<file path="config.mk">
export PLATFORM = sky130hd
export DESIGN_NAME = rib_arbiter
export DESIGN_NICKNAME = d
export VERILOG_FILES = /design/src/rtl/rib_pkg.sv /design/src/rtl/rib_rr_pick.sv /design/src/rtl/rib_arbiter.sv
export SDC_FILE = /design/constraint.sdc
export NUM_CORES = 1
export LEC_CHECK = 0
export BUFFER_PORTS_ARGS = -buffer_cell sky130_fd_sc_hd__buf_2
export CAP_MARGIN = 20
export CORE_MARGIN = 5
export CORE_UTILIZATION = 48
export DETAILED_ROUTE_END_ITERATION = 8
export PLACE_DENSITY = 0.81
export SETUP_SLACK_MARGIN = 0.15
export SKIP_CTS_REPAIR_TIMING = 1
export SLEW_MARGIN = 10
export SYNTH_ARGS = -nofsm -noshare
export SYNTH_HDL_FRONTEND = slang
export SYNTH_SLANG_ARGS = --single-unit
</file>
<file path="constraint.sdc">
create_clock -name clk -period 1.81 [get_ports clk]
set_clock_uncertainty 0.15 [all_clocks]
set_input_delay 0.181 -clock clk [delete_from_list [all_inputs] [get_ports clk]]
set_output_delay 0.181 -clock clk [all_outputs]
set_load 0.01 [all_outputs]
</file>
<file path="src/rtl/rib_pkg.sv">
// rib_pkg: shared RIB interconnect encodings
package rib_pkg;
    localparam logic [1:0] GRANT0 = 2'd0;
    localparam logic [1:0] GRANT1 = 2'd1;
    localparam logic [1:0] GRANT2 = 2'd2;
    typedef enum logic [1:0] {IDLE, BUSY, ERR} state_e;
    localparam logic [3:0] SLAVE_0 = 4'h0;
    localparam logic [3:0] SLAVE_1 = 4'h1;
    localparam logic [3:0] SLAVE_2 = 4'h2;
    localparam logic [3:0] SLAVE_3 = 4'h3;
    localparam logic [3:0] SLAVE_4 = 4'h4;
    localparam logic RIB_ACK  = 1'b1;
    localparam logic RIB_NACK = 1'b0;
endpackage

</file>
<file path="src/rtl/rib_rr_pick.sv">
// rib_rr_pick: three-way round-robin winner search starting after the last winner
module rib_rr_pick (
    input  logic [2:0] req,
    input  logic [1:0] last,
    output logic [1:0] winner,
    output logic       any
);
    logic [1:0] lst, c1, c2;
    // search last+1, last+2, then last itself; an illegal last is treated as 2
    always_comb begin
        lst    = (last == 2'd3) ? 2'd2 : last;
        c1     = (lst == 2'd0) ? 2'd1 : (lst == 2'd1) ? 2'd2 : 2'd0;
        c2     = (lst == 2'd0) ? 2'd2 : (lst == 2'd1) ? 2'd0 : 2'd1;
        winner = req[c1] ? c1 : req[c2] ? c2 : lst;
        any    = |req;
    end
endmodule

</file>
<file path="src/rtl/rib_arbiter.sv">
// rib_arbiter: registered round-robin RIB grant with unmapped-slave and timeout abort
module rib_arbiter
    import rib_pkg::*;
#(
    parameter int NUM_MASTERS    = 3,
    parameter int NUM_SLAVES     = 5,
    parameter int TIMEOUT_CYCLES = 255,
    parameter int CNT_W          = 8
) (
    input  logic                     clk,
    input  logic                     rst,
    input  logic [NUM_MASTERS-1:0]   req_i,
    input  logic [4*NUM_MASTERS-1:0] slv_sel_i,
    input  logic                     ack_i,
    output logic [1:0]               grant_o,
    output logic                     grant_valid_o,
    output logic [NUM_MASTERS-1:0]   err_o,
    output logic                     hold_flag_o
);
    state_e           state_q, state_d;
    logic [1:0]       grant_q, grant_d, last_q, last_d, winner;
    logic [CNT_W-1:0] cnt_q, cnt_d;
    logic [3:0]       nib;
    logic             any;

    rib_rr_pick u_pick (.req(req_i), .last(last_q), .winner(winner), .any(any));

    assign nib           = slv_sel_i[{winner, 2'b00} +: 4];
    assign grant_o       = grant_q;
    assign grant_valid_o = state_q == BUSY;
    assign err_o         = (state_q == ERR) ? NUM_MASTERS'(1) << grant_q : '0;
    assign hold_flag_o   = !rst && (req_i[0] || req_i[2]);

    // next state: ack beats withdraw beats timeout; counter only runs in BUSY
    always_comb begin
        state_d = state_q;
        grant_d = grant_q;
        last_d  = last_q;
        cnt_d   = '0;
        case (state_q)
            IDLE: if (any) begin
                grant_d = winner;
                last_d  = winner;
                state_d = (32'(nib) >= NUM_SLAVES) ? ERR : BUSY;
            end
            BUSY: begin
                cnt_d   = (&cnt_q) ? cnt_q : cnt_q + 1'b1;
                state_d = (ack_i == RIB_ACK) ? IDLE :
                          !req_i[grant_q] ? IDLE :
                          (cnt_q == CNT_W'(TIMEOUT_CYCLES - 1)) ? ERR : BUSY;
            end
            default: state_d = IDLE;
        endcase
        if (state_d != BUSY) cnt_d = '0;
    end

    // state registers; reset drops any in-flight transaction silently
    always_ff @(posedge clk) begin
        if (rst) begin
            state_q <= IDLE;
            grant_q <= GRANT1;
            last_q  <= GRANT2;
            cnt_q   <= '0;
        end else begin
            state_q <= state_d;
            grant_q <= grant_d;
            last_q  <= last_d;
            cnt_q   <= cnt_d;
        end
    end
endmodule
</file>
==> flow_summary.json <==
{
  "run_status": "complete, no violations",
  "routedWlPerCell_um": 13.1,
  "numCtsBuffers": 3,
  "max_freq_mhz": 651,
  "fin_tns_setup_ns": 0,
  "clk_path_buf_depth": 2,
  "initial_core_util_pct": 51.2,
  "grt_pass1_vias": 735,
  "worst_hold_slack_ns": 0.0345,
  "placedCellCount": 135,
  "dp_hpwl_mm": 1.41,
  "final_antenna_net_count": 0,
  "post-route-util_pct": 64.0,
  "cap_violations": 0,
  "ios": 25,
  "ys.flop_type": "dfxtp_1",
  "cts_tree": "built",
  "crit_type": "flip-flop to flip-flop",
  "path_max_fanout": 5,
  "startpoint_type": "flip-flop",
  "synth.avg_cell_area_um2": 8.11,
  "drtIter0Drc": 17,
  "gp_congestion": 0.793,
  "tightest_slew_ns": 0.375,
  "gr-usage-all-layers_pct": 15.7,
  "clkSlewWorstSetupHoldPaths_ns": 0.08,
  "overflow": 0,
  "syn_nets": 115,
  "portBuffers": 24,
  "via_per_inst": 5.88,
  "ys_ff_latch": 14,
  "grt_start_max_net_pins": 10,
  "ys_top_cells_by_count": "dfxtp_1 (14), nor2_1 (13), a21oi_1 (7), nor3_1 (6), o21ai_0 (6)",
  "hold_viol": 0,
  "seq_area_frac_synth_pct": 36.4,
  "p_leak_nw": 0.403,
  "period_needed_ns": 1.54,
  "critPathMaxStageDelay_ns": 0.36,
  "insertion_delay_ns": 0.27,
  "yosysTopAreaCell": "dfxtp_1",
  "fin_crit_sh_pct": 84.9,
  "vias": 817,
  "dieArea_mm2": 0.00251,
  "final-max-slew-violation-count": 0,
  "synthTopCellsByArea": "dfxtp_1 (36%), nor2_1 (6.3%), a21oi_1 (4.5%), nor3_1 (3.9%), o21ai_0 (3.9%)",
  "root_buffer": "clkbuf_4",
  "cp_data_arrival_time_ns": 1.57,
  "synth_area_um2": 771,
  "antenna_found_initial": 0,
  "ir_drop_mv": 0.441,
  "crit_chain": "inv_1, ha_1, nand3_1, nor2_1, nor3_2, nand4_2, a211oi_1",
  "synth_cells": 95,
  "rows": 14,
  "synth-edff-count": 0,
  "critPathSlowestCell": "dfxtp_2",
  "maxSlewHeadroom_pct": 74.9,
  "synth_top_area_share_pct": 36.4,
  "yosysMostFrequentCell": "dfxtp_1",
  "syn2layout_area_growth_pct": 25.2,
  "rsz0062_at_grt": "no",
  "antenna-diode-count": 0,
  "stdcell_count": 139,
  "post_route_cells_drive_above_1_share_pct": 29.3,
  "coreArea_mm2": 0.00151,
  "hp-class": "input pin to flip-flop",
  "powerDensity_mw_per_mm2": 773,
  "yosys_warnings": 0,
  "nNetsFinal": 145,
  "htreeDepth": 1,
  "routed_wl_mm": 1.83,
  "grt_pass1_wl_mm": 3.08,
  "finalSetupViolCount": 0,
  "clock-sinks": 14,
  "nFillCells": 128,
  "netlist-cell-type-count": 31,
  "asyncSetResetFlopFracSynth_pct": 0,
  "drc": 0,
  "dieHeight_um": 50.1,
  "required_ns": 1.84,
  "first_pass_iters": 4,
  "end_kind": "flip-flop",
  "dieWidth_um": 50.1
}
==> final timing paths <==
path / from / to / slack [ns] / depth (start not counted)
setup / recovery: cnt_q[0] / cnt_q[1] / 0.27 / 7
hold / removal: rst / grant_o[1] / 0.03 / 2
setup reg to reg: cnt_q[0] / cnt_q[1] / 0.27 / 7
hold reg to reg: last_q[0] / last_q[0] / 0.37 / 2
==> cell type report <==
cell class / instances / area, um^2 / share of cell area [%]
Multi-Input combinational cell: 78 / 500 / 51.9
Sequential cell: 14 / 283 / 29.3
Timing Repair Buffer: 25 / 128 / 13.2
Clock buffer: 3 / 22.5 / 2.33
Tap cell: 16 / 20.0 / 2.08
Inverter: 3 / 11.3 / 1.17
==> cell families after synthesis <==
logic type               share of synthesized area, %
flip-flops                                       36.4
adder cells (fa/ha/maj)                          3.25
XOR/XNOR                                         5.68
multiplexers                                     1.30
AO/OA/AOI/OAI                                    17.0
buffers and inverters                            1.95
AND/OR/NAND/NOR                                  34.4
==> layer usage <==
metal	GRT usage, %	wire (um)	up-vias
li1	-	-	408
met1	19.5	763	369
met2	24.5	874	36
met3	2.41	149	4
met4	10.5	40	0
met5	0	0	-
==> power breakdown <==
group          switching [W]  internal (W)  total (W)
registers          0.0000406      0.000336   0.000376
clock network      0.0000901     0.0000770   0.000167
logic               0.000101      0.000102   0.000202
==> per-stage QoR <==
stage                     worst slack [ns]  area (um^2)  power, W
after global routing                 0.157          965  0.000801
after CTS                            0.117          937  0.000733
final                                0.273          965  0.000746
after floorplan                      0.255          771  0.000488
after global placement               0.221          915  0.000558
after detailed placement             0.139          915  0.000567
==> flip-flops by register name, summed over array words and instances (netlist names) <==
signal	cells
cnt_q	8
state_q	2
last_q	2
grant_o	2
==> critical path, delay by kind of cell, from the launching register on <==
| kind | cells | cell delay, ns |
|---|---|---|
| buffers and inverters | 1 | 0.05 |
| adders and majority gates | 1 | 0.19 |
| DFF | 1 | 0.36 |
| and+or+nand+nor | 4 | 0.51 |
| AOI/OAI and AO/OA | 1 | 0.20 |
==> cells in the final DEF (no fill, tap or decap), types with 4 or more instances in the layout <==
| cell type | count |
|---|---|
| buf_2 | 24 |
| nor2_1 | 13 |
| dfxtp_1 | 12 |
| o21ai_0 | 6 |
| a21oi_1 | 6 |
| nor3_1 | 5 |
| nand2b_1 | 4 |
| nand3_1 | 4 |
Note: power is estimated with default switching activity, not from simulation.
